## src/rtl/switch_input_port.sv

```systemverilog
// switch_input_port
// Memory-mapped slide-switch and confirmation-button input peripheral.
// Each raw input is synchronised through two flops. It is then debounced
// with its own counter. A rising edge of the debounced button latches a
// snapshot of the debounced switches and raises "pending". The CPU reads
// the data in several extract/extend formats through address decode.
//
// Ports:
//   clk           system clock, rising edge
//   rst           synchronous active-high reset
//   switch_ctrl   read select from the MMIO decoder
//   address       bus address (mode k at BASE_ADDR + 2*k)
//   switch_input  raw asynchronous switch levels
//   confirmation  raw asynchronous active-high button
//   data_io_input registered read data (holds when not read)
//   pending       snapshot taken but not yet acknowledged by a status read
module switch_input_port #(
  parameter int          SW_WIDTH   = 16,
  parameter int          DATA_WIDTH = 32,
  parameter int          DB_CYCLES  = 20000,
  parameter int          LOW_BITS   = 3,
  parameter logic [31:0] BASE_ADDR  = 32'hffff_fff1,
  parameter int          LATCH_MODE = 1
) (
  input  logic                  clk,
  input  logic                  rst,
  input  logic                  switch_ctrl,
  input  logic [31:0]           address,
  input  logic [SW_WIDTH-1:0]   switch_input,
  input  logic                  confirmation,
  output logic [DATA_WIDTH-1:0] data_io_input,
  output logic                  pending
);

  // Bit SW_WIDTH of the synchronised/debounced vectors carries the button.
  localparam int NB = SW_WIDTH + 1;
  localparam int CNT_W = (DB_CYCLES > 1) ? $clog2(DB_CYCLES) : 1;
  localparam logic [CNT_W-1:0] CNT_MAX = CNT_W'(DB_CYCLES - 1);

  localparam logic [31:0] ADDR_ZX   = BASE_ADDR;
  localparam logic [31:0] ADDR_HI_S = BASE_ADDR + 32'd2;
  localparam logic [31:0] ADDR_HI_Z = BASE_ADDR + 32'd4;
  localparam logic [31:0] ADDR_LO8  = BASE_ADDR + 32'd6;
  localparam logic [31:0] ADDR_LOW  = BASE_ADDR + 32'd8;
  localparam logic [31:0] ADDR_STAT = BASE_ADDR + 32'd10;

  logic [NB-1:0]         sync1_q, sync1_d;
  logic [NB-1:0]         sync2_q, sync2_d;
  logic [NB-1:0]         stable_q, stable_d;
  logic [CNT_W-1:0]      cnt_q [NB];
  logic [CNT_W-1:0]      cnt_d [NB];
  logic                  btn_prev_q, btn_prev_d;
  logic [SW_WIDTH-1:0]   snapshot_q, snapshot_d;
  logic                  pending_q, pending_d;
  logic [DATA_WIDTH-1:0] data_q, data_d;

  logic                  strobe;
  logic                  status_rd;
  logic [SW_WIDTH-1:0]   src;
  logic [7:0]            hi_byte;

  // Two-flop synchroniser for every raw input, button included.
  always_comb begin
    sync1_d = {confirmation, switch_input};
    sync2_d = sync1_q;
  end

  // Per-bit debounce. The counter only runs while the synchronised bit
  // disagrees with the stable bit. Any agreement restarts it, so a glitch
  // shorter than DB_CYCLES never reaches the stable bit.
  always_comb begin
    stable_d = stable_q;
    for (int i = 0; i < NB; i++) begin
      cnt_d[i] = cnt_q[i];
      if (sync2_q[i] == stable_q[i]) begin
        cnt_d[i] = '0;
      end else if (cnt_q[i] == CNT_MAX) begin
        cnt_d[i]    = '0;
        stable_d[i] = sync2_q[i];
      end else begin
        cnt_d[i] = cnt_q[i] + CNT_W'(1);
      end
    end
  end

  // Confirmation edge detect, snapshot capture and read decode.
  // A strobe in the same cycle as a status read wins. The read still
  // returns the old pending value.
  always_comb begin
    strobe     = stable_q[SW_WIDTH] & ~btn_prev_q;
    btn_prev_d = stable_q[SW_WIDTH];
    snapshot_d = strobe ? stable_q[SW_WIDTH-1:0] : snapshot_q;

    src       = (LATCH_MODE != 0) ? snapshot_q : stable_q[SW_WIDTH-1:0];
    hi_byte   = src[SW_WIDTH-1 -: 8];
    status_rd = 1'b0;
    data_d    = data_q;

    if (switch_ctrl) begin
      case (address)
        ADDR_ZX: begin
          data_d = '0;
          data_d[SW_WIDTH-1:0] = src;
        end
        ADDR_HI_S: begin
          data_d = {DATA_WIDTH{hi_byte[7]}};
          data_d[7:0] = hi_byte;
        end
        ADDR_HI_Z: begin
          data_d = '0;
          data_d[7:0] = hi_byte;
        end
        ADDR_LO8: begin
          data_d = '0;
          data_d[7:0] = src[7:0];
        end
        ADDR_LOW: begin
          data_d = '0;
          data_d[LOW_BITS-1:0] = src[LOW_BITS-1:0];
        end
        ADDR_STAT: begin
          data_d = '0;
          data_d[0] = pending_q;
          status_rd = 1'b1;
        end
        default: data_d = data_q;
      endcase
    end

    if (strobe) begin
      pending_d = 1'b1;
    end else if (status_rd) begin
      pending_d = 1'b0;
    end else begin
      pending_d = pending_q;
    end
  end

  // State register. Reset clears everything, so debounce restarts from
  // the current input once reset is released.
  always_ff @(posedge clk) begin
    if (rst) begin
      sync1_q    <= '0;
      sync2_q    <= '0;
      stable_q   <= '0;
      btn_prev_q <= 1'b0;
      snapshot_q <= '0;
      pending_q  <= 1'b0;
      data_q     <= '0;
      for (int i = 0; i < NB; i++) begin
        cnt_q[i] <= '0;
      end
    end else begin
      sync1_q    <= sync1_d;
      sync2_q    <= sync2_d;
      stable_q   <= stable_d;
      btn_prev_q <= btn_prev_d;
      snapshot_q <= snapshot_d;
      pending_q  <= pending_d;
      data_q     <= data_d;
      for (int i = 0; i < NB; i++) begin
        cnt_q[i] <= cnt_d[i];
      end
    end
  end

  assign data_io_input = data_q;
  assign pending       = pending_q;

endmodule

```

## config.mk

```make
export PLATFORM = sky130hd
export DESIGN_NAME = switch_input_port
export DESIGN_NICKNAME = d
export VERILOG_FILES = /design/src/rtl/switch_input_port.sv
export SDC_FILE = /design/constraint.sdc
export NUM_CORES = 1
export LEC_CHECK = 0
export CORE_MARGIN = 1
export CORE_UTILIZATION = 59
export CTS_CLUSTER_SIZE = 16
export DETAILED_ROUTE_END_ITERATION = 10
export PLACE_DENSITY = 0.82
export SETUP_SLACK_MARGIN = 0.3
export SKIP_LAST_GASP = 1
export SLEW_MARGIN = 20
export SYNTH_ARGS = -nofsm -noshare
export SYNTH_HDL_FRONTEND = slang
export SYNTH_SLANG_ARGS = --single-unit
```

## constraint.sdc

```tcl
create_clock -name clk -period 2.8 [get_ports clk]
set_clock_uncertainty 0.2 [all_clocks]
set_input_delay 0.7 -clock clk [delete_from_list [all_inputs] [get_ports clk]]
set_output_delay 0.7 -clock clk [all_outputs]
set_load 0.02 [all_outputs]
```

# Word level (Yosys, flattened, before mapping)
# Memories as Yosys holds them, arrays and structs flattened.
# Cells that the tools add are included.
# W data, S select, Z words.
# word_totals
reg_bits,101
ramBits,255
inputBits,52
output_inout_bits,33
elab_cells,196
n_memories,1
# op_classes
add_sub_neg,17
n_eq_ne,40
mux,59
bitwise_logic,36
reduce_logical,20
# memory_table
name,words,word_bits,read_ports,rd_clocked_by_memory_dff,write_ports,line,source
cnt_q,17,15,17,0,17,50,logic [CNT_W-1:0] cnt_q [NB];
# op_table
cell,count
$mux W15,51
$add A15 B1 Y15 const B,17
$eq A15 B15 Y1 const B,17
$eq A32 B32 Y1 const B,6
$pmux W32 S6,1
$reduce_and A2 Y1,18
$not A1 Y1,18
$eq A1 B1 Y1,17
$or A1 B1 Y1,17
$mux W1,7
$reduce_bool A6 Y1,1
$reduce_bool A2 Y1,1
$and A1 B1 Y1,1

# Longest topological paths before layout
# Gate-level depths: netlist of the first run.
# logic_depth
word_depth,5
mapped_depth,8
mapped_depth_nobuf,6

# Worst setup path before layout of the first run
# OpenSTA, ideal clock, no wires.
# synth_timing
path_kind,input to register
startpoint,input address[2]
endpoint,"register data_q[8], in the netlist data_io_input[8]"
setup_ns,0.146
arrival_time_ns,1.904
required_time_ns,2.454
setup_slack_ns,0.551
stages,6
path_buffers,1
cell_sequence,buf_2 -> and2_1 -> nor4b_2 -> nand3_1 -> a31oi_2 -> a211oi_1
# synth_between
elab_chain_cells,3
elab_cells_between_ends,9
cone_classes,eq/ne (6); mux (1); reduce/logical (2)
# synth_rtl
item,line,source
from (decl),28,"input logic [31:0] address,"
$eq A32 B32 Y1,100,case (address)
$reduce_bool A6 Y1 (no source line),--,
$reduce_and A2 Y1 (no source line),--,
to (signal assigned),160,data_q <= data_d;
to (decl),55,"logic [DATA_WIDTH-1:0] data_q, data_d;"
# Parallel ways exist; a longest one is shown, timed or not.
# A chain may end at the register's enable or synchronous reset.

# Worst setup path after layout of the first run
# layout_timing
startpoint,"register data_q[11], in the netlist data_io_input[11]"
endpoint,output data_io_input[11]
# layout_lines
item,line,source
to (decl),31,"output logic [DATA_WIDTH-1:0] data_io_input,"
# No word-level cell between the ends.

==> results.md, run 1 <==
- Worst hold path endpoint: sync2_q[14]$_SDFF_PP0_
- Sw power: 1.96 mW
- EDFF count, synth: 0
- DRT Wirelength: 26000 microns
- Commonest non-fill, non-tap cell in the layout: dfxtp_1
- Asr flop ratio synth: 0%
- Syn nets: 1611
- Clk sink count: 341
- Finished Layout Cells: ~2000
- Fin crit period: between 2 and 2.5 ns
- I/O Pins: 85
- Inserted Diodes: 0
- Final Slew Violations: 0
- Power Total: a little over 10 mW
- Final hold violations: 0
- Post-synth top flop: dfxtp_1
- Reg2reg path depth: 6
- GPL Wtd Cong: 0.862
- Initial DRC Count: 505
- CTS Root Cell: clkbuf_16
- Starting Density: around three fifths
- Hold WC Path Type: reg -> reg
- Syn Area/Cell: approximately 9 sq um
- Share of cells above drive strength 1: just over 6%
- I/O Buffers: 84
- Net count, final: 1699
- First-pass GRT wire length: 44100 microns
- Final Setup Violations: 0
- Antenna violations before repair: 2
- Power Dens Cells: ~620 mW/mm^2
- Max clock buf depth: 3
- GRT Residual Overflow: 0
- CP max stage cell: clkdlybuf4s50_1
- Combinational share of power: 1.9%
- Cell Chain, Critical Path: clkdlybuf4s50_1
- Fin util: a little under three quarters
- Slew margin rel.: 54.4%
- Flop pwr share: between 40 and 50%
- Placed cell count: approximately 1900
- Worst Tran Pin Value: approximately 0.68 ns
- Sequential fraction of the synthesis area: approximately half
- CTS buffer count: 35
- Largest area contributor in the netlist: dfxtp_1
- Internal power: between 8 and 9 mW
- All-Layer GR Usage: 21.8%
- Critical path class: reg -> out
- CP Max Fanout: 2
- Most frequent cells in the layout: 340 x dfxtp_1, 318 x nor2_1, 145 x xor2_1
- Post-synth cell types: 44
- #FFs+latches synth: between 300 and 400
- Min-delay src: sync1_q[14]$_SDFF_PP0_
- Fin crit share: just under 90%
- Vias in the first global route: just under 10000
- CTS tree: built
- Synth top area cells: dfxtp_1 49%, xor2_1 9.2%, nor2_1 8.6%
- Largest net degree at the start of global routing: 41
- Wirelength per Cell: 13.2 microns
- Crit path largest cell delay: 0.63 ns
- Fillers: around 1700
- H-tree depth: 2
- Syn Inst Count: around 1500
- Drt drc: 0
- WP data required: around 1.9 ns
- WHS Path Cells: 1
- Reg2reg setup slack: approximately 0.73 ns
- Cts hold-fix bufs: 0
- Worst path bufs/invs: 1
- Lkg Pwr: ~5.7 nW
- Startpoint types: flip-flop
- Top delay family on crit path: buffers and inverters
- Critical path data arrival time: ~1.5 ns
- Detailed placer's ending HPWL: approximately 18000 microns
- Clock Latency Late Sink: roughly 0.5 ns
- Yosys top cell area share: between 40% and 50%
- Post-Syn Area: 0.0139 sq mm
- Worst-path clk slew: ~0.060 ns
- RSZ-0062 raised after global routing: no
- Setup crit end kind: output pin
- Status: finished clean
- Die area: between 0.02 and 0.025 sq mm
- Via count: around 10000
- Synth-to-layout area growth: 16.7%
- Switch share: approximately a fifth
- Max-Cap Viols: 0
- Die width: approximately 160 microns
- Multi-input logic area: approximately 0.0067 sq mm
- Reg2reg end: cnt_q[0][56]$_SDFF_PP0_
- Worst R2R Start: cnt_q[0][45]$_SDFF_PP0_
- DRT Pass-1 Iters: 4
- Row cnt: 55
- Vias per inst: 5.18
- ANT nets after route: 0
- Core Region: ~0.023 sq mm
- Maximum vdd drop: 0.000547 V
- Register area: ~0.0068 sq mm
- Yosys warnings: 0
- Die Y: ~160 microns
- Fmax: between 400 and 500 MHz
- Clock Power Share: about half
logic make-up after synthesis:
group | synth area share [%]
and+or+nand+nor | 28.2
DFF | 49.2
xor gates and xnor gates | 15.1
buffers and inverters | 2.84
AOI/OAI and AO/OA | 1.84
muxes | 1.31
adders and majority gates | 1.53
power groups by stage:
stage                     combinational (mW)  clock, mW  sequential, mW
after floorplan                       0.0917          0            5.00
after global placement                 0.188          0            5.00
after detailed placement               0.192          0            5.01
after CTS                              0.194       5.07            4.90
after global routing                   0.211       5.27            4.90
final                                  0.193       4.98            4.90
how the worst max path moves through the flow:
stage / start / endpoint / slack [ns] / depth (start not counted)
3_5_place_dp: address[23] / data_io_input[5]$_SDFFE_PP0P_ / -0.04 / 7
4_1_cts: data_io_input[11]$_SDFFE_PP0P_ / data_io_input[11] / 0.35 / 1
5_1_grt: address[23] / data_io_input[12]$_SDFFE_PP0P_ / 0.30 / 8
2_1_floorplan: address[2] / data_io_input[8]$_SDFFE_PP0P_ / 0.55 / 6
3_3_place_gp: address[28] / data_io_input[1]$_SDFFE_PP0P_ / 0.03 / 7
6_report: data_io_input[11]$_SDFFE_PP0P_ / data_io_input[11] / 0.36 / 1
worst register-to-register path: stages (launching register included):
cell and delay, ns:
dfxtp_1 0.38, ha_1 0.22, nand3_1 0.15, nor2_1 0.24
nand4_1 0.21, nand2b_1 0.43, nor2_1 0.11
routing by layer:
| metal | vias to the layer above | track usage [%] | wire, microns |
|---|---|---|---|
| met4 | 0 | 6.35 | 511 |
| met1 | 4719 | 26.8 | 11500 |
| met5 | - | 0 | 0 |
| met3 | 44 | 4.46 | 1260 |
| met2 | 134 | 38.6 | 12800 |
| li1 | 5293 | - | - |
cells in the mapped netlist (8+ instances only):
| master | instances |
|---|---|
| mux2i_1 | 17 |
| nor2b_1 | 38 |
| ha_1 | 17 |
| nor4b_1 | 18 |
| xnor2_1 | 94 |
| dfxtp_1 | 341 |
| nor3_1 | 51 |
| nor2_1 | 318 |
| nand2b_1 | 27 |
| and4_1 | 9 |
| inv_1 | 31 |
| clkbuf_1 | 16 |
| nor3_2 | 8 |
| nor2_2 | 10 |
| nand3_1 | 87 |
| buf_4 | 15 |
| nand2_1 | 121 |
| a21oi_1 | 18 |
| nand4_1 | 70 |
| xor2_1 | 145 |
| and3_1 | 38 |
| buf_1 | 14 |
what timing repair did:
item | in CTS | in global routing
endpoints found under the setup margin | 19 | 0
gates resized for setup | 20 | 0
endpoints found under the hold margin | 0 | 0
buffers inserted | 0 | 0
state kept, by name, summed over array words and instances, names as in the netlist:
name	count
cnt_q	255
data_io_input	17
stable_q	17
sync1_q	17
sync2_q	17
snapshot_q	16
btn_prev_q	1
pending	1
final cells by class:
class                           count  area share, %
Inverter                           31          0.718
Multi-Input combinational cell   1119           41.1
Sequential cell                   341           42.2
Tap cell                          313           2.42
Clock inverter                     14           1.41
Clock buffer                       49           6.36
Timing Repair Buffer              102           5.86
stage by stage:
stage                     hold slack [ns]  TNS, ns  area, sq um  setup WS, ns
final                               0.236        0        16200         0.361
after global routing                0.249        0        16200         0.300
after CTS                           0.238        0        16200         0.350
after detailed placement            0.224  -0.0970        15000       -0.0367
after global placement              0.220        0        15000        0.0300
after floorplan                     0.214        0        13900         0.551
No activity file was read; power rests on OpenSTA's default activity.
==> inputs of run 2 (changes only) <==
--- a/config.mk
+++ b/config.mk
@@ -7,7 +7,7 @@
 export LEC_CHECK = 0
 export CORE_MARGIN = 1
 export CORE_UTILIZATION = 59
-export CTS_CLUSTER_SIZE = 16
+export CTS_CLUSTER_SIZE = 8
 export DETAILED_ROUTE_END_ITERATION = 10
 export PLACE_DENSITY = 0.82
 export SETUP_SLACK_MARGIN = 0.3
==> constraint.sdc (replaced) <==
create_clock -name clk -period 2.5 [get_ports clk]
set_clock_uncertainty 0.2 [all_clocks]
set_input_delay 0.625 -clock clk [delete_from_list [all_inputs] [get_ports clk]]
set_output_delay 0.625 -clock clk [all_outputs]
set_load 0.02 [all_outputs]
==> run 2 against run 1 <==
Against the previous run: worst hold slack got worse by 0.072 ns; register-to-register slack got worse by 0.26 ns; design area increased by 1.0%; sequential power increased by 12%; die area unchanged; first-iteration DRC count decreased by 17%; core utilization increased by 0.74 points; routed wire length increased by 4.5%; critical path type is now in -> reg.
==> results.md, run 2 (same netlist as run 1, synthesis figures left out) <==
- Final Setup Violations: 0
- Final hold violations: 0
- Die area: 0.0241 sq mm
- Fmax: roughly 460 MHz
- Final Slew Violations: 0
- GRT met3 Usage: approximately 4.5%
- CP Max Fanout: 8
- Net count, final: approximately 1700
- CTS buffer count: 48
- I/O Buffers: 84
- WP data required: between 2 and 3 ns
- WHS Path Cells: 2
- Inserted Diodes: 0
- Clk sink count: 341
- Die width: around 160 microns
- ANT nets after route: 0
- Vias in the first global route: between 10000 and 15000
- Max reg flops: ~260
- Wirelength per Cell: 13.8 microns
- Initial DRC Count: 418
- Clock Latency Late Sink: about 0.54 ns
- DRT Pass-1 Iters: 4
- Largest net degree at the start of global routing: 36
- Maximum vdd drop: between 0.0005 and 0.0006 V
- Top reg by flops: cnt_q
- Critical path class: in -> reg
- DRT Wirelength: 27200 microns
- Max-Cap Viols: 0
- Min-delay src: rst
- RSZ-0062 raised after global routing: no
- Cts hold-fix bufs: 0
- Lkg Pwr: around 5.8 nW
- Most frequent cells in the layout: 340 x dfxtp_1, 317 x nor2_1, 145 x xor2_1
- Status: finished clean
- Fin crit share: between 80% and 90%
- Detailed placer's ending HPWL: 18000 microns
- H-tree depth: 2
- Row cnt: 55
- Worst-path clk slew: 0.05 ns
- Critical path data arrival time: around 2.4 ns
- All-Layer GR Usage: 22.6%
- GRT Residual Overflow: 0
- Startpoint types: input pin
- Placed cell areas: 0.0150 sq mm
- Starting Density: just over 60%
- CTS tree: built
- Worst Tran Pin Value: roughly 0.66 ns
- CTS Root Cell: clkbuf_16
- Power Dens Cells: around 690 mW/mm^2
- Share of cells above drive strength 1: 7.56%
- GR Util met1: 27.0%
- Worst R2R Start: cnt_q[0][66]$_SDFF_PP0_
- Setup crit end kind: flip-flop
- Vias per inst: between 5 and 6
- Hold WS: approximately 0.16 ns
- Via count: ~10000
- Fin crit period: about 2.2 ns
- Hold WC Path Type: in -> reg
- Fillers: 1713
- Reg2reg path depth: 4
- Final Instance Area: 0.0164 sq mm
- Synth-to-layout area growth: 18.0%
- Commonest non-fill, non-tap cell in the layout: dfxtp_1
- Drt drc: 0
- GPL Wtd Cong: between 0.8 and 0.9
- Most Crowded Layer GR: met2
- GRT met2 Usage: around two fifths
- Core Region: about 0.023 sq mm
- Crit path from: address[4]
- Antenna violations before repair: 2
- Slew margin rel.: 56.0%
- Die Y: approximately 160 microns
- Max clock buf depth: 3
- First-pass GRT wire length: approximately 46000 microns
- I/O Pins: 85
-- run 2: worst paths after layout --
kind	endpoint	slack (ns)
worst max-delay path	data_io_input[11]$_SDFFE_PP0P_	0.33
worst min-delay path	stable_q[2]$_SDFFE_PP0P_	0.16
worst max register to register	cnt_q[0][65]$_SDFF_PP0_	0.47
worst min register to register	sync2_q[1]$_SDFF_PP0_	0.23
-- run 2: power breakdown --
| group | total [mW] | internal [mW] | leakage, nW | switching, mW |
|---|---|---|---|---|
| logic | 0.222 | 0.119 | 2.42 | 0.103 |
| registers | 5.50 | 5.48 | 2.75 | 0.0189 |
| clock network | 5.59 | 3.47 | 0.627 | 2.12 |
| total | 11.3 | 9.07 | 5.80 | 2.24 |
-- run 2: worst max-delay path: stages --
cell and delay (ns):
clkdlybuf4s50_1 0.45, nand4_1 0.09, buf_4 0.17, nor4b_1 0.37, buf_4 0.20, a31oi_2 0.12
buf_6 0.17, a211oi_1 0.21
-- run 2: timing repair --
item / 4_1_cts / 5_1_grt
gates resized for setup: 57 / 19
buffers inserted: 0 / 4
gates cloned: 0 / 1
pin swaps: 0 / 5
endpoints found under the setup margin: 33 / 24
-- run 2: cell type report --
type	instances	area (sq um)	share of cell area, %
clock inverter	2	21.3	0.130
clock buffer	50	1250	7.64
multi-input combinational	1119	6700	41.0
timing repair buffer	110	1050	6.43
sequential	341	6830	41.7
inverter	31	116	0.711
tap	313	392	2.39
-- run 2: stage by stage --
stage / setup slack [ns] / power [mW] / util, % / instances / TNS (ns)
after floorplan: 0.326 / 5.70 / - / 1542 / 0
after global placement: -0.173 / 5.82 / 65.6 / 1909 / -2.35
after detailed placement: -0.256 / 5.82 / 65.6 / 1909 / -3.14
after CTS: 0.311 / 11.4 / 71.2 / 1961 / 0
after global routing: 0.230 / 11.7 / 71.6 / 1966 / 0
final: 0.325 / 11.3 / 71.6 / 1966 / 0
-- run 2: layer usage --
metal / share of wire [%] / wire [microns] / vias to the layer above
li1: - / - / 5313
met1: 44 / 11900 / 4892
met2: 50 / 13500 / 152
met3: 3.9 / 1070 / 56
met4: 2.3 / 624 / 2
met5: 0.070 / 19 / -
==> inputs of run 3 (changes only) <==
--- a/config.mk
+++ b/config.mk
@@ -10,7 +10,7 @@
 export CTS_CLUSTER_SIZE = 8
 export DETAILED_ROUTE_END_ITERATION = 10
 export PLACE_DENSITY = 0.82
-export SETUP_SLACK_MARGIN = 0.3
+export SETUP_SLACK_MARGIN = 0.4
 export SKIP_LAST_GASP = 1
 export SLEW_MARGIN = 20
 export SYNTH_ARGS = -nofsm -noshare
==> run 3 against run 2 <==
Against the previous run: first-iteration DRC count increased by 40%; via count increased by 0.76%; setup slack gained 0.018 ns; non-clock buffer count shrank 1; fmax is 0.82% higher; design area grew 0.51%; clock-buffer cell count grew 1; critical endpoint is now data_io_input[2]$_SDFFE_PP0P_; largest cell class unchanged; highest routed layer is now met4.
==> results.md, run 3 (same netlist as run 1, synthesis figures left out) <==
- Status: finished clean
- H-tree depth: 2
- GPL Wtd Cong: roughly 0.79
- Reg2reg end: cnt_q[0][56]$_SDFF_PP0_
- Slew margin rel.: between 50% and 60%
- Setup crit end kind: flip-flop
- Wirelength per Cell: between 10 and 15 microns
- Crit path from: address[3]
- Critical path class: in -> reg
- Clk sink count: between 300 and 400
- First-pass GRT wire length: roughly 46000 microns
- GRT met3 Usage: 4.82%
- Fin crit period: about 2.2 ns
- Vias per inst: 5.34
- CP endpoint: data_io_input[2]$_SDFFE_PP0P_
- CTS buffer count: between 40 and 50
- CP Max Fanout: 6
- Fillers: around 1600
- Die Y: 155 microns
- Worst Tran Pin Value: about 0.64 ns
- Antenna violations before repair: 0
- Final Instance Area: ~0.016 sq mm
- All-Layer GR Usage: between 20% and 30%
- WP data required: around 2.7 ns
- Final Setup Violations: 0
- GRT met2 Usage: about two fifths
- Placed cell areas: roughly 0.015 sq mm
- CTS tree: built
- Final hold violations: 0
- Cts hold-fix bufs: 0
- Die area: between 0.02 and 0.025 sq mm
- CP max stage cell: clkdlybuf4s50_1
- Starting Density: roughly three fifths
- Startpoint types: input pin
- Most frequent cells in the layout: 338 x dfxtp_1, 317 x nor2_1, 145 x xor2_1
- DRT Wirelength: roughly 28000 microns
- Register area: approximately 0.007 sq mm
- Final Slew Violations: 0
- Worst path bufs/invs: 2
- RSZ-0062 raised after global routing: yes
- Max reg flops: roughly 260
- Net count, final: 1719
- GR Util met1: roughly a quarter
- Maximum vdd drop: between 0.0005 and 0.0006 V
- Reg2reg setup slack: 0.58 ns
- Max clock buf depth: 3
- Commonest non-fill, non-tap cell in the layout: dfxtp_1
- Inserted Diodes: 0
- Logic depth of the worst path, buffers included: 7
- CTS Root Cell: clkbuf_16
- Via count: 10494
- Initial DRC Count: 587
- Row cnt: between 50 and 60
- Top delay family on crit path: buffers and inverters
- Detailed placer's ending HPWL: around 18000 microns
- Hold WC Path Type: reg -> reg
- Synth-to-layout area growth: 18.6%
- Worst-path clk slew: around 0.060 ns
- Vias in the first global route: about 10000
- Die width: roughly 160 microns
- Fmax: about 460 MHz
- Share of cells above drive strength 1: 9.68%
- Crit path largest cell delay: between 0.4 and 0.5 ns
- Top reg by flops: cnt_q
- Largest net degree at the start of global routing: 38
- Lkg Pwr: 5.89 nW
- I/O Buffers: 84
- DRT Pass-1 Iters: 5
- Fin crit share: between 80% and 90%
- Core Region: 0.0228 sq mm
- Cell Chain, Critical Path: clkdlybuf4s50_1 -> buf_4 -> nor2_1 -> mux2_2 -> nand4_1 -> a221oi_1 -> nor3_2
- Drt drc: 0
- Power Dens Cells: around 690 mW/mm^2
- Multi-input logic area: 0.00679 sq mm
- Worst R2R Start: cnt_q[0][45]$_SDFF_PP0_
- I/O Pins: 85
- Max-Cap Viols: 0
- Reg2reg path depth: 6
- GRT Residual Overflow: 0
- Power Total: approximately 11 mW
- Most Crowded Layer GR: met2
- ANT nets after route: 0
- Critical path data arrival time: about 2.4 ns
- Clock Latency Late Sink: ~0.53 ns
-- run 3: changes by cell type in the layout (fill, tap and decap cells not counted), sizes merged --
cell	delta
clkinv	-2
dlygate4sd2	-15
clkdlybuf4s15	+6
inv	+2
dlymetal6s2s	+16
clkdlybuf4s50	-16
clkbuf	+9
-- run 3: how the worst min path moves through the flow --
stage | startpoint | to | slack, ns | cells past startpoint
floorplan | sync1_q[0]$_SDFF_PP0_ | sync2_q[0]$_SDFF_PP0_ | 0.21 | 1
global placement | sync1_q[12]$_SDFF_PP0_ | sync2_q[12]$_SDFF_PP0_ | 0.22 | 1
detailed placement | sync1_q[10]$_SDFF_PP0_ | sync2_q[10]$_SDFF_PP0_ | 0.23 | 1
CTS | sync1_q[10]$_SDFF_PP0_ | sync2_q[10]$_SDFF_PP0_ | 0.24 | 1
global route | sync1_q[10]$_SDFF_PP0_ | sync2_q[10]$_SDFF_PP0_ | 0.26 | 1
finish | sync1_q[10]$_SDFF_PP0_ | sync2_q[10]$_SDFF_PP0_ | 0.23 | 1
-- run 3: layer usage --
metal	share of wire (%)	up-vias
met5	0	-
met4	3.7	0
met3	4.6	72
met2	49	194
met1	42	4907
li1	-	5321
-- run 3: stage by stage --
step | hold WS, ns | utilization [%] | setup slack (ns) | setup TNS [ns] | std cells
after floorplan | 0.214 | - | 0.346 | 0 | 1542
after global placement | 0.218 | 65.7 | -0.206 | -2.55 | 1908
after detailed placement | 0.227 | 65.7 | -0.303 | -3.34 | 1908
after CTS | 0.238 | 71.5 | 0.334 | 0 | 1963
after global routing | 0.255 | 72.0 | 0.289 | 0 | 1966
final | 0.234 | 72.0 | 0.343 | 0 | 1966
-- run 3: timing repair --
| action | CTS | global route |
|---|---|---|
| resized for setup | 92 | 51 |
| endpoints found under the setup margin | 49 | 146 |
| setup buffers | 2 | 3 |
| pin swaps | 2 | 11 |
-- run 3: area by class of cell --
class                           instances  share of cell area, %
Sequential cell                       341                   41.5
Inverter                               31                  0.707
Multi-Input combinational cell       1119                   41.3
Tap cell                              313                   2.38
Timing Repair Buffer                  109                   6.41
Clock buffer                           51                   7.56
Clock inverter                          2                  0.106
-- run 3: power breakdown --
part / switching, mW / internal, mW / total [mW]
sequential: 0.0188 / 5.48 / 5.50
combinational: 0.108 / 0.114 / 0.222
clock: 2.14 / 3.45 / 5.59
